File: config.mk
export PLATFORM = sky130hd
export DESIGN_NAME = axi_lite_mem_port
export DESIGN_NICKNAME = d
export VERILOG_FILES = /design/src/rtl/axi_lite_pkg.sv /design/src/rtl/axi_lite_mem_port.sv
export SDC_FILE = /design/constraint.sdc
export NUM_CORES = 1
export LEC_CHECK = 0
export CAP_MARGIN = 20
export CORE_MARGIN = 8
export CORE_UTILIZATION = 41
export CTS_BUF_LIST = sky130_fd_sc_hd__clkbuf_4 sky130_fd_sc_hd__clkbuf_8
export DETAILED_ROUTE_END_ITERATION = 8
export PLACE_DENSITY = 0.89
export SETUP_SLACK_MARGIN = 0.4
export SKIP_LAST_GASP = 1
export SLEW_MARGIN = 20
export SYNTH_ARGS = -nofsm -noshare
export SYNTH_HDL_FRONTEND = slang
export SYNTH_SLANG_ARGS = --single-unit
File: constraint.sdc
create_clock -name clk -period 5.2 [get_ports clk]
set_clock_uncertainty 0.15 [all_clocks]
set_input_delay 0.52 -clock clk [delete_from_list [all_inputs] [get_ports clk]]
set_output_delay 0.52 -clock clk [all_outputs]
set_load 0.05 [all_outputs]
File: src/rtl/axi_lite_pkg.sv
// Shared types for the CPU-to-AXI4-Lite memory port: FSM state encoding and AXI response codes.
package axi_lite_pkg;

    typedef enum logic [2:0] {
        IDLE,
        WRITE,
        WRESP,
        RADDR,
        RDATA,
        DONE
    } state_t;

    localparam logic [1:0] OKAY   = 2'b00;
    localparam logic [1:0] EXOKAY = 2'b01;
    localparam logic [1:0] SLVERR = 2'b10;
    localparam logic [1:0] DECERR = 2'b11;

endpackage

File: src/rtl/axi_lite_mem_port.sv
// Single-beat AXI4-Lite master that carries one MEM-stage load or store at a time,
// placing the narrow CPU word in its lane of the wider AXI data bus.
module axi_lite_mem_port
    import axi_lite_pkg::*;
#(
    parameter int                    CPU_ADDR_W     = 16,
    parameter int                    CPU_DATA_W     = 16,
    parameter int                    AXI_ADDR_W     = 32,
    parameter int                    AXI_DATA_W     = 32,
    parameter logic [AXI_ADDR_W-1:0] ADDR_BASE      = 32'h0000_0000,
    parameter logic [2:0]            AXI_PROT       = 3'b000,
    parameter int                    TIMEOUT_CYCLES = 255
) (
    input  logic                    clk,
    input  logic                    rst_n,
    input  logic                    req_valid,
    input  logic                    req_wr,
    input  logic [CPU_ADDR_W-1:0]   req_addr,
    input  logic [CPU_DATA_W-1:0]   req_wdata,
    output logic                    busy,
    output logic [CPU_DATA_W-1:0]   rdata,
    output logic                    done,
    output logic                    resp_err,
    output logic [1:0]              resp_code,
    output logic                    timeout,
    output logic [AXI_ADDR_W-1:0]   M_AXI_AWADDR,
    output logic [2:0]              M_AXI_AWPROT,
    output logic                    M_AXI_AWVALID,
    input  logic                    M_AXI_AWREADY,
    output logic [AXI_DATA_W-1:0]   M_AXI_WDATA,
    output logic [AXI_DATA_W/8-1:0] M_AXI_WSTRB,
    output logic                    M_AXI_WVALID,
    input  logic                    M_AXI_WREADY,
    input  logic [1:0]              M_AXI_BRESP,
    input  logic                    M_AXI_BVALID,
    output logic                    M_AXI_BREADY,
    output logic [AXI_ADDR_W-1:0]   M_AXI_ARADDR,
    output logic [2:0]              M_AXI_ARPROT,
    output logic                    M_AXI_ARVALID,
    input  logic                    M_AXI_ARREADY,
    input  logic [AXI_DATA_W-1:0]   M_AXI_RDATA,
    input  logic [1:0]              M_AXI_RRESP,
    input  logic                    M_AXI_RVALID,
    output logic                    M_AXI_RREADY
);

    localparam int STRB_W = AXI_DATA_W / 8;
    localparam int BPC    = CPU_DATA_W / 8;
    localparam int LANES  = AXI_DATA_W / CPU_DATA_W;
    localparam int LANE_W = (LANES > 1) ? $clog2(LANES) : 1;
    localparam int OFF_LO = $clog2(BPC);
    localparam int OFF_HI = $clog2(STRB_W);
    localparam int CNT_W  = (TIMEOUT_CYCLES > 0) ? $clog2(TIMEOUT_CYCLES + 1) : 1;
    localparam logic [CNT_W-1:0] CNT_MAX = {CNT_W{1'b1}};
    localparam logic             TO_EN   = (TIMEOUT_CYCLES != 0);

    state_t                  state, state_nxt;
    logic                    aw_done, w_done;
    logic [CPU_ADDR_W-1:0]   addr_q;
    logic [CPU_DATA_W-1:0]   wdata_q;
    logic [CNT_W-1:0]        cnt;
    logic [LANE_W-1:0]       lane;
    logic [CPU_DATA_W-1:0]   rd_lane;
    logic [STRB_W-1:0]       strb;
    logic [AXI_ADDR_W-1:0]   ax_sum;
    logic                    active;
    logic                    aw_hs, w_hs, b_hs, ar_hs, r_hs;

    generate
        if (LANES > 1) begin : g_lane
            assign lane = addr_q[OFF_HI-1:OFF_LO];
        end else begin : g_lane_single
            assign lane = '0;
        end
    endgenerate

    always_comb begin
        rd_lane = M_AXI_RDATA[CPU_DATA_W-1:0];
        strb    = '0;
        for (int i = 0; i < LANES; i++) begin
            if (lane == LANE_W'(i)) begin
                rd_lane            = M_AXI_RDATA[i*CPU_DATA_W +: CPU_DATA_W];
                strb[i*BPC +: BPC] = '1;
            end
        end
    end

    // Address is word-aligned to the AXI bus; the lane select carries the sub-word offset.
    assign ax_sum       = ADDR_BASE + AXI_ADDR_W'(addr_q);
    assign M_AXI_AWADDR = ax_sum & ~AXI_ADDR_W'(STRB_W - 1);
    assign M_AXI_ARADDR = M_AXI_AWADDR;
    assign M_AXI_AWPROT = AXI_PROT;
    assign M_AXI_ARPROT = AXI_PROT;
    assign M_AXI_WDATA  = {LANES{wdata_q}};
    assign M_AXI_WSTRB  = strb;

    assign M_AXI_AWVALID = (state == WRITE) && !aw_done;
    assign M_AXI_WVALID  = (state == WRITE) && !w_done;
    assign M_AXI_BREADY  = (state == WRESP);
    assign M_AXI_ARVALID = (state == RADDR);
    assign M_AXI_RREADY  = (state == RDATA);

    assign aw_hs = M_AXI_AWVALID && M_AXI_AWREADY;
    assign w_hs  = M_AXI_WVALID && M_AXI_WREADY;
    assign b_hs  = M_AXI_BREADY && M_AXI_BVALID;
    assign ar_hs = M_AXI_ARVALID && M_AXI_ARREADY;
    assign r_hs  = M_AXI_RREADY && M_AXI_RVALID;

    assign active   = (state == WRITE) || (state == WRESP) || (state == RADDR) || (state == RDATA);
    assign busy     = rst_n && (((state == IDLE) && req_valid) || active);
    assign done     = (state == DONE);
    assign resp_err = done && (resp_code != OKAY);
    assign timeout  = TO_EN && (cnt >= CNT_W'(TIMEOUT_CYCLES));

    always_comb begin
        state_nxt = state;
        unique case (state)
            IDLE:    if (req_valid) state_nxt = req_wr ? WRITE : RADDR;
            WRITE:   if ((aw_done || aw_hs) && (w_done || w_hs)) state_nxt = WRESP;
            WRESP:   if (b_hs) state_nxt = DONE;
            RADDR:   if (ar_hs) state_nxt = RDATA;
            RDATA:   if (r_hs) state_nxt = DONE;
            DONE:    state_nxt = IDLE;
            default: state_nxt = IDLE;
        endcase
    end

    always_ff @(posedge clk or negedge rst_n) begin
        if (!rst_n) begin
            state     <= IDLE;
            aw_done   <= 1'b0;
            w_done    <= 1'b0;
            cnt       <= '0;
            rdata     <= '0;
            resp_code <= OKAY;
        end else begin
            state   <= state_nxt;
            aw_done <= (state == WRITE) && (aw_done || aw_hs);
            w_done  <= (state == WRITE) && (w_done || w_hs);
            // Counter holds the number of the current stall cycle, so it starts at 1.
            if (state_nxt == DONE || state_nxt == IDLE)
                cnt <= '0;
            else if (state == IDLE)
                cnt <= CNT_W'(1);
            else if (cnt != CNT_MAX)
                cnt <= cnt + 1'b1;
            if (r_hs)
                rdata <= rd_lane;
            if (b_hs)
                resp_code <= M_AXI_BRESP;
            else if (r_hs)
                resp_code <= M_AXI_RRESP;
        end
    end

    always_ff @(posedge clk) begin
        if ((state == IDLE) && req_valid) begin
            addr_q  <= req_addr;
            wdata_q <= req_wdata;
        end
    end

endmodule

# Word-level counts from Yosys, hierarchy flattened
# Cells that the tools add are included.
# op_classes
muxes	15
eq_ne	7
div_mod_pow	0
reduce_logical	27
mul	0
shift	0
magnitude_cmp	1
bitwise	0
addsub	1
# ops
operator	n
8-bit two-way mux	3
16-bit two-way mux	1
3-bit two-way mux	5
3-bit one-hot mux with 5 select lines	1
1-bit logical AND	13
2-bit two-way mux	5
3-bit == test (second input constant)	3
8-bit by 1-bit adder with 8-bit output (second input constant)	1
8-bit >= comparator (second input constant)	1
8-bit != test (second input constant)	1
1-bit logical OR	7
3-bit by 2-bit == test with 1-bit output (second input constant)	2
3-bit logical NOT	2
2-bit nonzero test	2
3-bit by 1-bit == test with 1-bit output (second input constant)	1
3-bit nonzero test	1
1-bit logical NOT	2
# totals
latchBits	0
ramBits	0
elab_cells	59
out_inout_bits	133
memories	0
rom_bits	0
in_bits	77
register_bits	63

# Depth between registers and ports, before layout
# logic_depth
word_depth	10
mapped_depth	5
ltp_nobuf	4

# Worst setup path after synthesis
# OpenSTA, ideal clock, no wires.
# synth_timing
path_kind	reg2out
start	reg state[1]
end	out resp_err
path_slack_ns	2.820
path_stages_with_launch	5
n_path_buf	1
arrival_ns	1.710
required_time_ns	4.530
path_cell_list	dfrtp_1 > buf_4 > and2b_1 > and2_1 > o21a_1
# synth_between
elab_chain_len	2
# synth_lines
element	line_no	rtl
start: declaration	axi_lite_mem_port.sv:57	state_t state, state_nxt;
start signal: assignment	axi_lite_mem_port.sv:137	state <= state_nxt;
3-bit == test	axi_lite_mem_port.sv:111	assign done = (state == DONE);
net done	axi_lite_mem_port.sv:22	output logic done,
1-bit logical AND	axi_lite_mem_port.sv:112	assign resp_err = done && (resp_code != OKAY);
end: declaration	axi_lite_mem_port.sv:23	output logic resp_err,
# The timed path passes the listed nets, and every way through them passes these cells.

# Worst setup path in the final report
# layout_timing
start	in rst_n
end	out busy
# layout_between
elab_chain_len	1
# layout_lines
element	line_no	rtl
start: declaration	axi_lite_mem_port.sv:15	input logic rst_n,
1-bit logical AND	axi_lite_mem_port.sv:110	assign busy = rst_n && (((state == IDLE) && req_valid) || active);
end: declaration	axi_lite_mem_port.sv:20	output logic busy,
# No other way between the ends.

==> out/results.ini <==
[yosys]
synth_ff_type = edfxtp_1
synth_top_family_by_area = buffers and inverters
syn_avg_cell_area_um2 = 11.80
synthMuxAreaShare_pct = 5.799
netlist_area_um2 = 3279
yosys-top-cells-count = 79 x buf_4, 31 x dfrtp_1, 31 x edfxtp_1
syn_inst = 278
yosys_warnings = 0
ys_seq_elements = 62
synth-xor-area-share_pct = 0
yosysMostFrequentCell = buf_4
synth-compound-area-share_pct = 8.546
synth.area.top_cells = edfxtp_1 28%, dfrtp_1 24%, buf_4 18%, mux2i_1 5.8%, nor2_1 3.0%
yosys.area_share.simple_pct = 13.35
synth.distinct_cells = 45
synthAdderAreaFrac_pct = 0.3815
yosysTopAreaCell = edfxtp_1
synth_edf_count = 31
yosysSeqAreaShare_pct = 52.04
postSynth.asyncResetShare_pct = 50.00
yosys.area.top_type_share_pct = 28.39

[timing]
worst_slack_ps = 2153
fin_crit_sh_pct = 58.59
fmax_mhz = 328.2
setup_tns_ps = 0
drv_slew = 0
finalSetupViolations = 0
worstMarginPinSlew_ps = 563.8
relSlewSlack_pct = 62.30
hold_violations = 0
fin_crit_ps = 3047
hold_ws_ps = 368.4
rsz0062_at_grt = false

[global_routing]
grt_pass1_wl_um = 13050
grt_overflow = 0
use_met3_pct = 7.004
grt_pass1_vias = 2490
grt_use_met2_pct = 26.21
busiest_layer = met2
grt_max_degree = 35
met1_usage_pct = 14.71
grt_antenna_before_repair = 0
track_usage_pct = 14.67

[worst_setup_path]
critPathMaxFanout = 32
criticalPathCategory = primary input to output pin
cp.arrival_ps = 2380
cp-start-kind = primary input
crit_required_ps = 4530
endpoint_kind = output pin

[run_status]
status = complete, no violations

[routing]
wire_per_inst_um = 16.44
vias = 2390
vias_per_cell = 4.570
firstDrtPassIters = 6
drt_iter0_markers = 96
drc = 0
finalWirelength_um = 8600
ant_nets = 0

[cells_and_area]
drive_above_1_share_pct = 9.501
final_util_pct = 62.86
nets = 494
fillCellCount = 609
antenna_cells = 0
area_delta_synth_final_pct = 48.11
design_area_um2 = 4857
final_cells = 523

[power]
p_per_area_nw_per_um2 = 580.7
p_total_mw = 2.821
p_leak_nw = 1.943
ir_worst_vdd_uv = 301.9

[cts]
ctsRootBufferMaster = clkbuf_8
cts_buffers = 9
h-tree-depth = 3
post_cts_buffers = 0
cts_tree = built
clock_latency_ps = 320
cts_sinks = 62
cts.repair.resized = 0
cts_max_path_buffers = 2
clkTransAtPathRegs_ps = 60
cts_hold_buf = 0

[placed_design]
dpl.hpwl_um = 7024
dpl-instance-area_um2 = 4616
dp_worst_setup_slack_ps = 2096
dp.cells = 507
io_buffers = 166
place_congestion = 0.8070

[floorplan]
die_x_um = 105.4
fp.dieH_um = 105.4
num_rows = 32
dieArea_um2 = 11120
core_area_um2 = 7727
start_util_pct = 42.44
io_pins = 210

[job]
maxCapViolations = 0

[min_path]
hp-class = register to register

-- sequential cells by signal, indices dropped and copies added, names as in the netlist --
register   count
resp_code      2
addr_q        15
wdata_q       16
cnt            8
w_done         1
state          3
rdata         16
aw_done        1
-- power by group --
part	total [mW]	switching, mW	internal (mW)
logic	1.52	1.02	0.493
registers	0.801	0.119	0.682
clock network	0.504	0.181	0.323
-- kinds of logic after synthesis --
group / Yosys count
multiplexers: 19
adder cells (fa/ha/maj): 1
other: 1
AO/OA/AOI/OAI: 39
buffers and inverters: 87
AND/OR/NAND/NOR: 69
flip-flops: 62
-- final timing paths --
kind | from | end | slack (ps) | depth (start not counted)
worst max-delay path | rst_n | busy | 2150 | 4
worst min-delay path | rdata[12] | rdata[12] | 370 | 2
worst max register to register | state[0] | wdata_q[3] | 3300 | 3
worst min register to register | rdata[12] | rdata[12] | 370 | 2
max in group asynchronous | rst_n | cnt[1] | 4130 | 2
min in group asynchronous | rst_n | cnt[5] | 460 | 2
-- metal layers --
metal,wire (um),vias up,part of all wire (%)
met5,0,-,0
met4,50,0,0.58
met3,1110,5,13
met2,4366,138,51
met1,3073,1114,36
li1,-,1133,-
-- worst max-delay path: stages --
cell and delay (ps):
clkdlybuf4s50_1 460, buf_4 370, and3_1 220, clkdlybuf4s50_1 800
-- cell usage in the layout (no fill, tap or decap), types with 2 or more instances in the layout --
cell type        instances
mux2i_1                 19
nand2_1                  4
clkdlybuf4s50_1        166
a21oi_1                 12
nor2b_1                  4
conb_1                  42
and3_1                   4
nand4_1                  2
clkinvlp_4               2
a211oi_2                 2
dfrtp_1                 31
inv_1                    3
nor2_1                  26
o21ai_0                  2
edfxtp_1                31
nor3_2                   4
and4bb_1                 2
buf_4                    4
a21oi_2                  9
a31oi_1                  2
clkbuf_8                 9
o22ai_1                  2
o21ai_1                  2
nor4_1                   2
bufinv_16                3
and4_1                   2
nand3_1                  4
and2_1                   5
-- area by class of cell --
type	instances	area [um2]	share of cell area, %
clock buffer	10	131.4	2.705
clock inverter	6	110.1	2.267
inverter	3	11.26	0.2318
multi-input combinational	170	1079	22.20
sequential	62	1707	35.14
tap	102	127.6	2.628
timing repair buffer	170	1692	34.83
Power figures use the tool's default switching activity.
